===== src/rtl/div_arbiter.sv =====
// div_arbiter
//   Two-requester round-robin front end for one shared sequential divider.
//   Only one operation is in flight at a time. The flow is:
//     IDLE  -> pick a winner and latch its operands
//     ISSUE -> pulse div_start for one cycle
//     WAIT  -> wait for div_done, or give up after TIMEOUT cycles
//     RESP  -> pulse the winner's ack for one cycle
//   A zero divisor skips the divider: the block goes from IDLE straight to
//   RESP and returns q=FFFF, r=a, err=1.
//
// Parameters
//   TIMEOUT   : WAIT cycles without div_done before aborting (2..255)
//
// Ports
//   clk, rst         : rising-edge clock, synchronous active-high reset
//   req0/req1        : requester k has an operation pending
//   a0/a1, b0/b1     : dividend / divisor of requester k (stable while reqk)
//   ack0/ack1        : one-cycle response-valid pulse for requester k
//   q_out/r_out      : quotient / remainder of the most recent response
//   err_out          : most recent response was divide-by-zero or timeout
//   busy             : high in every state except IDLE
//   grant_id         : requester currently being served
//   div_start        : one-cycle start pulse to the divider
//   div_a/div_b      : registered operands to the divider
//   div_done         : divider completion (pulse or level)
//   div_q/div_r      : divider results, valid while div_done=1
module div_arbiter #(
  parameter int TIMEOUT = 64
) (
  input  logic        clk,
  input  logic        rst,
  input  logic        req0,
  input  logic        req1,
  input  logic [15:0] a0,
  input  logic [15:0] a1,
  input  logic [15:0] b0,
  input  logic [15:0] b1,
  output logic        ack0,
  output logic        ack1,
  output logic [15:0] q_out,
  output logic [15:0] r_out,
  output logic        err_out,
  output logic        busy,
  output logic        grant_id,
  output logic        div_start,
  output logic [15:0] div_a,
  output logic [15:0] div_b,
  input  logic        div_done,
  input  logic [15:0] div_q,
  input  logic [15:0] div_r
);

  localparam int DATA_W = 16;
  localparam logic [7:0] TO_LAST = 8'(TIMEOUT - 1);

  typedef enum logic [1:0] {IDLE, ISSUE, WAIT, RESP} state_t;

  state_t              state;
  state_t              state_nxt;
  logic [7:0]          cnt;
  logic                last;
  logic                any_req;
  logic                win;
  logic [DATA_W-1:0]   win_a;
  logic [DATA_W-1:0]   win_b;
  logic                win_zero;
  logic                to_hit;

  // Tie goes to whoever was not served last; a lone requester always wins.
  always_comb begin
    any_req  = req0 | req1;
    win      = (req0 && req1) ? ~last : req1;
    win_a    = win ? a1 : a0;
    win_b    = win ? b1 : b0;
    win_zero = (win_b == '0);
    to_hit   = (cnt == TO_LAST);
  end

  always_comb begin
    state_nxt = state;
    case (state)
      IDLE:    if (any_req) state_nxt = win_zero ? RESP : ISSUE;
      ISSUE:   state_nxt = WAIT;
      WAIT:    if (div_done || to_hit) state_nxt = RESP;
      RESP:    state_nxt = IDLE;
      default: state_nxt = IDLE;
    endcase
  end

  always_ff @(posedge clk) begin
    if (rst) state <= IDLE;
    else     state <= state_nxt;
  end

  // Handshake outputs decode directly from the registered state.
  assign busy      = (state != IDLE);
  assign div_start = (state == ISSUE);
  assign ack0      = (state == RESP) && !grant_id;
  assign ack1      = (state == RESP) &&  grant_id;

  // Operand latch, wait counter, response registers and round-robin pointer.
  // last resets to 1 so that requester 0 wins the first tie.
  always_ff @(posedge clk) begin
    if (rst) begin
      cnt      <= '0;
      last     <= 1'b1;
      grant_id <= 1'b0;
      div_a    <= '0;
      div_b    <= '0;
      q_out    <= '0;
      r_out    <= '0;
      err_out  <= 1'b0;
    end else begin
      case (state)
        IDLE: begin
          if (any_req) begin
            grant_id <= win;
            div_a    <= win_a;
            div_b    <= win_b;
            if (win_zero) begin
              q_out   <= '1;
              r_out   <= win_a;
              err_out <= 1'b1;
            end
          end
        end
        ISSUE: cnt <= '0;
        WAIT: begin
          if (div_done) begin
            q_out   <= div_q;
            r_out   <= div_r;
            err_out <= 1'b0;
          end else if (to_hit) begin
            q_out   <= '0;
            r_out   <= '0;
            err_out <= 1'b1;
          end else begin
            cnt <= cnt + 8'd1;
          end
        end
        RESP:    last <= grant_id;
        default: ;
      endcase
    end
  end

endmodule


===== config.mk =====
export PLATFORM = sky130hd
export DESIGN_NAME = div_arbiter
export DESIGN_NICKNAME = d
export VERILOG_FILES = /design/src/rtl/div_arbiter.sv
export SDC_FILE = /design/constraint.sdc
export NUM_CORES = 1
export LEC_CHECK = 0
export BUFFER_PORTS_ARGS = -buffer_cell sky130_fd_sc_hd__buf_2
export CAP_MARGIN = 20
export CORE_AREA = 10 10 140 78
export CTS_CLUSTER_SIZE = 24
export DETAILED_ROUTE_END_ITERATION = 12
export DIE_AREA = 0 0 150 88
export PLACE_DENSITY = 0.81
export SLEW_MARGIN = 20
export SYNTH_ARGS = -nofsm -noshare
export SYNTH_HDL_FRONTEND = slang
export SYNTH_SLANG_ARGS = --single-unit

===== constraint.sdc =====
create_clock -name clk -period 2.5 [get_ports clk]
set_input_delay 0.375 -clock clk [delete_from_list [all_inputs] [get_ports clk]]
set_output_delay 0.375 -clock clk [all_outputs]
set_load 0.01 [all_outputs]

==> reports/metrics.cfg, run 1 <==
[setup_path]
cp-end-kind = flip-flop
reg2reg_to = q_out[11]$_SDFFE_PP0P_
start_kind = flip-flop
cp.arrival_ns = 2.46
slowest_delay_ns = 0.38
r2r_start = state[0]$_SDFFE_PP0P_
rr_worst_depth = 8
path_max_fanout = 17
reg2reg_slack_ns = 0.27
worst_ep_required_time_ns = 2.73
crit_type = flip-flop to flip-flop
cpLargestDelayFamily = compound AO/OA/AOI/OAI gates
slowest_stage = dfxtp_1
cp_num_buf_inv = 3
cpMostUsedCell = inv_1
path_cells = inv_1 > ha_1 > inv_1 > nor2_1 > a22o_1 > or2_1 > buf_4 > a221oi_1

[global_routing]
grt_max_degree = 65
grt_pass1_vias = 3564
grt_pass1_wl_um = 18900
antenna_found_initial = 0
overflow = 0
grt_use_total_pct = 17.9

[routing]
drtIter0Drc = 233
ant_nets = 0
viasPerCell = 5.29
vias = 3617
drtPass1Iterations = 5
drc = 0
postRouteWirelength_um = 12500
post_drt_wl_per_cell_um = 18.2

[clocking]
h-tree-depth = 3
clk_latency_ns = 0.33
hold_buffers = 0
post_cts_resized = 0
cts_sinks = 77
cts.reportedPaths.clkPinSlew_ns = 0.06
numCtsBuffers = 9
cts_root_buf = clkbuf_16
postCtsSetupBuffers = 0
tritoncts = built
cts.path.max_buffers = 2

[flow_run]
maxCapViolations = 0

[floorplan]
die_h_um = 88
start_util_pct = 43.6
boundaryPins = 171
die_area_um2 = 13200
placementRows = 24
die_w_um = 150
core_um2 = 8470

[layout]
syn2layout_area_growth_pct = 34.6
fillers = 742
antennaDiodeCount = 0
drive_above_1_share_pct = 37.0
mostFrequentLayoutCells = buf_2, dfxtp_1, nor2_1, mux2i_1, a211oi_1
num-nets-final = 669
layout_commonest_cell = buf_2

[sta]
fmax_mhz = 449
fin_setup_tns_ns = 0
setup_viol = 0
fin_crit_ns = 2.23
hold_viol_final = 0
rsz0062_at_grt = false
timing.final.crit_share_pct = 89.2
slew_viol_final = 0
max_slew_margin_pct = 57.7
finalWorstSetupSlack_ns = 0.271
skew_ns = 0.00647
worstMarginPinSlew_ns = 0.634

[synthesis]
yosysSeqAreaShare_pct = 41.8
ys_types = 40
ys_seq_elements = 77
async_flop_share_pct = 0
synth_cells = 405
yosysWarnings = 0
syn_avg_cell_area_um2 = 9.11
syn_nets = 512
synth_edf_count = 0
ys.flop_type = dfxtp_1
syn_area_um2 = 3690

[power]
p_sw_share_pct = 38.8
peakVddDrop_mv = 1.05
power_frac_comb_pct = 44.1
p_leak_uw = 0.00226
p_int_uw = 3710
p_sw_uw = 2350
seqPwrFrac_pct = 31.4
clkPwrFrac_pct = 24.6
power.density_nw_per_um2 = 1220

[worst_hold_path]
hold-path-cell-count = 3
worst_hold_path.endpoint = q_out[2]$_SDFFE_PP0P_
hp-start = div_q[2]
hp-class = input port to flip-flop

[placed_design]
gp_congestion = 1.01
port_buffers = 170
hpwl_um = 9990
dp_slack_ns = 0.0923

[run_status]
status = finished clean

[sequential cells by signal, summed over array words and instances (netlist names)]
name	cells
div_b	16
r_out	16
state	2
div_a	16
grant_id	1
last	1
q_out	16
err_out	1
cnt	8
[layer usage]
layer,vias up,share of wire (%),routed length (µm),GRT usage [%]
met1,1673,46,5750,23.0
met3,14,8.6,1070,6.74
li1,1789,-,-,-
met4,0,0.85,106,3.68
met2,141,44,5550,28.2
met5,-,0,0,0
[cell families after synthesis]
group / after synthesis / synth area share [%]
flops: 77 / 41.8
buf+inv: 58 / 6.85
xor+xnor: 5 / 1.19
compound gates: 115 / 24.4
simple gates: 109 / 14.3
fa+ha+maj: 6 / 2.03
mux: 35 / 9.53
[worst max-delay path by stage]
stage / start / to / cells after the start
6_report: state[0]$_SDFFE_PP0P_ / q_out[11]$_SDFFE_PP0P_ / 8
5_1_grt: state[0]$_SDFFE_PP0P_ / q_out[11]$_SDFFE_PP0P_ / 8
4_1_cts: state[0]$_SDFFE_PP0P_ / q_out[11]$_SDFFE_PP0P_ / 8
3_5_place_dp: b0[0] / q_out[9]$_SDFFE_PP0P_ / 7
3_3_place_gp: b0[0] / q_out[9]$_SDFFE_PP0P_ / 7
2_1_floorplan: cnt[0]$_SDFFE_PP0P_ / q_out[0]$_SDFFE_PP0P_ / 8
[Yosys cell counts, types with 3 or more instances]
cell	number	area, µm²
a221oi_2	9	135
xor2_1	5	43.8
and2_1	5	31.3
o21ai_0	18	90.1
nor3_1	3	15.0
o211ai_1	3	22.5
or3_1	16	100
clkbuf_1	25	93.8
nor2_1	52	195
dfxtp_1	77	1540
nand2_1	17	63.8
inv_1	24	90.1
o2111ai_1	3	26.3
a211oi_1	32	240
nor4_1	8	50.1
a2bb2oi_1	16	140
a21oi_1	18	90.1
buf_2	4	20.0
ha_1	6	75.1
mux2i_1	34	340
a221oi_1	7	61.3
[worst reg2reg max path: stages (launching register included)]
cell	delay, ns
dfxtp_1	0.38
inv_1	0.10
ha_1	0.25
inv_1	0.16
nor2_1	0.09
a22o_1	0.35
or2_1	0.26
buf_4	0.21
a221oi_1	0.33
[power groups by stage]
stage               Clock (µW)  Sequential [µW]  Combinational, µW
floorplan                    0             2090               1550
global placement             0             1890               2570
detailed placement           0             1910               2660
CTS                       1510             1890               2670
global route              1570             1950               2910
finish                    1490             1900               2670
[final cells by class]
class	count	area, µm²	area share [%]
tap	117	146	2.95
clock buffer	11	233	4.68
clock inverter	5	108	2.17
timing repair buffer	180	938	18.9
inverter	24	90.1	1.81
sequential	77	1540	31.0
multi-input combinational	270	1910	38.5
[metrics by stage]
step                instance area (µm²)  hold slack (ns)  total power (µW)  instances  utilization (%)
global route                       4970            0.297              6430        684             58.7
floorplan                          3690            0.457              3640        405                -
global placement                   4630            0.445              4460        668             54.7
detailed placement                 4630            0.454              4570        668             54.7
finish                             4970            0.311              6050        684             58.7
CTS                                4970            0.300              6070        684             58.7
No activity file was read; power rests on OpenSTA's default activity.
==> run 2: changes to the inputs <==
Settings changed: CTS_BUF_LIST from default to sky130_fd_sc_hd__clkbuf_16, RECOVER_POWER from default to 100.
==> reports/metrics.cfg, run 2 (synthesis results as in run 1) <==
[run_status]
status = finished clean

[sta]
slew_viol_final = 0  ; unchanged
fin_setup_tns_ns = 0  ; unchanged
fin_crit_ns = 2.32  ; +0.0893 ns
rsz0062_at_grt = false
skew_ns = 0.00584  ; -0.000637 ns
max_slew_margin_pct = 58.0  ; +0.28 points
hold_viol_final = 0  ; unchanged
fmax_mhz = 431  ; -3.9%
worstMarginPinSlew_ns = 0.630  ; -0.00420 ns
setup_viol = 0  ; unchanged
timing.final.crit_share_pct = 92.7  ; +3.6 points

[layout]
drive_above_1_share_pct = 22.9  ; -14 points
num-nets-final = 669  ; unchanged
mostFrequentLayoutCells = buf_2, dfxtp_1, clkbuf_1, nor2_1, mux2i_1
post-route-util_pct = 56.9  ; -1.8 points
fillers = 790  ; +6.5%
multi_input_area_um2 = 1860  ; -2.9%
syn2layout_area_growth_pct = 30.5
antennaDiodeCount = 0  ; unchanged
seq_area_um2 = 1540  ; unchanged
fin_area_um2 = 4820  ; -3.0%
layout_commonest_cell = buf_2

[clocking]
cts.path.max_buffers = 2  ; unchanged
cts_sinks = 77  ; unchanged
hold_buffers = 0  ; unchanged
cts_root_buf = clkbuf_16
tritoncts = built
postCtsSetupBuffers = 0  ; unchanged
numCtsBuffers = 9  ; unchanged
h-tree-depth = 3  ; unchanged
cts.reportedPaths.clkPinSlew_ns = 0.06  ; about the same
post_cts_resized = 0  ; unchanged
clk_latency_ns = 0.33  ; about the same

[power]
peakVddDrop_mv = 1.04  ; -1.1%
p_sw_share_pct = 39.6  ; +0.87 points
p_int_uw = 3540  ; -4.6%
seqPwrFrac_pct = 32.6  ; +1.2 points
p_leak_uw = 0.00199  ; -12%
power_frac_comb_pct = 42.2  ; -1.9 points
power.density_nw_per_um2 = 1220  ; -0.19%
p_sw_uw = 2320  ; -1.0%
p_total_uw = 5860  ; -3.2%
clkPwrFrac_pct = 25.2  ; +0.6 points

[floorplan]
die_h_um = 88  ; unchanged
start_util_pct = 43.6  ; unchanged
core_um2 = 8470  ; unchanged
boundaryPins = 171  ; unchanged
die_w_um = 150  ; unchanged
placementRows = 24  ; unchanged
die_area_um2 = 13200  ; unchanged

[global_routing]
antenna_found_initial = 0  ; unchanged
overflow = 0  ; unchanged
grt_use_total_pct = 17.9  ; unchanged
grt_max_degree = 65  ; unchanged
grt_pass1_vias = 3564  ; unchanged
grt_pass1_wl_um = 18900  ; unchanged

[setup_path]
path_max_fanout = 32  ; +15
r2r_start = cnt[0]$_SDFFE_PP0P_
start_kind = flip-flop
worst_ep_required_time_ns = 2.76  ; +0.03 ns
cp-end-kind = flip-flop
cp.arrival_ns = 2.57  ; +0.11 ns
critPathLaunch = cnt[0]$_SDFFE_PP0P_
rr_worst_depth = 7  ; -1
crit_type = flip-flop to flip-flop

[placed_design]
placed_cell_area_um2 = 4630  ; unchanged
gp_congestion = 1.01  ; unchanged
hpwl_um = 9990  ; unchanged
port_buffers = 170  ; unchanged

[routing]
drtIter0Drc = 228  ; -2.1%
viasPerCell = 5.32  ; +0.66%
postRouteWirelength_um = 12500  ; +0.52%
drc = 0  ; unchanged
post_drt_wl_per_cell_um = 18.3  ; +0.52%
ant_nets = 0  ; unchanged
drtPass1Iterations = 5  ; unchanged
vias = 3641  ; +0.66%

[flow_run]
maxCapViolations = 0  ; unchanged

[worst_hold_path]
hold-path-cell-count = 3  ; unchanged
hp-start = div_q[2]
hp-class = input port to flip-flop

## run 2: path summary, 6_finish.rpt
| check | end | slack, ns |
|---|---|---|
| setup reg to reg | r_out[11]$_SDFFE_PP0P_ | 0.18 |
| setup / recovery | r_out[11]$_SDFFE_PP0P_ | 0.18 |
| hold / removal | q_out[2]$_SDFFE_PP0P_ | 0.31 |
| hold reg to reg | err_out$_SDFFE_PP0P_ | 0.47 |
## run 2: per-stage QoR
stage	setup slack, ns	instances	hold WS (ns)
2_1_floorplan	0.489	405	0.457
3_3_place_gp	0.129	668	0.445
3_5_place_dp	0.0923	668	0.454
4_1_cts	0.261	684	0.300
5_1_grt	0.0660	684	0.294
6_report	0.182	684	0.307
## run 2: layout make-up
type	instances	share of cell area, %
repair buffers	180	17.5
flip-flops and latches	77	32.0
inverters	24	1.87
well taps	117	3.04
multi-input cells	270	38.5
clock inverters	7	2.39
clock buffers	9	4.67
## run 2: power by group through the flow
stage,Combinational [µW],Clock [µW],Sequential [µW]
finish,2470,1480,1910
global route,2720,1560,1960
CTS,2670,1500,1890
detailed placement,2660,0,1910
global placement,2570,0,1890
floorplan,1550,0,2090
## run 2: worst max-delay path, cell delays in order (launching register included)
cell	delay (ns)
dfxtp_1	0.36
ha_1	0.17
and2_0	0.27
a31oi_4	0.22
a211o_1	0.37
buf_2	0.27
or3_1	0.40
a21oi_1	0.17
## run 2: metal layers
layer,routed length (µm),track usage [%],up-vias
met1,5800,23.0,1695
met3,1070,6.74,14
li1,-,-,1790
met5,0,0,-
met2,5560,28.2,142
met4,110,3.68,0
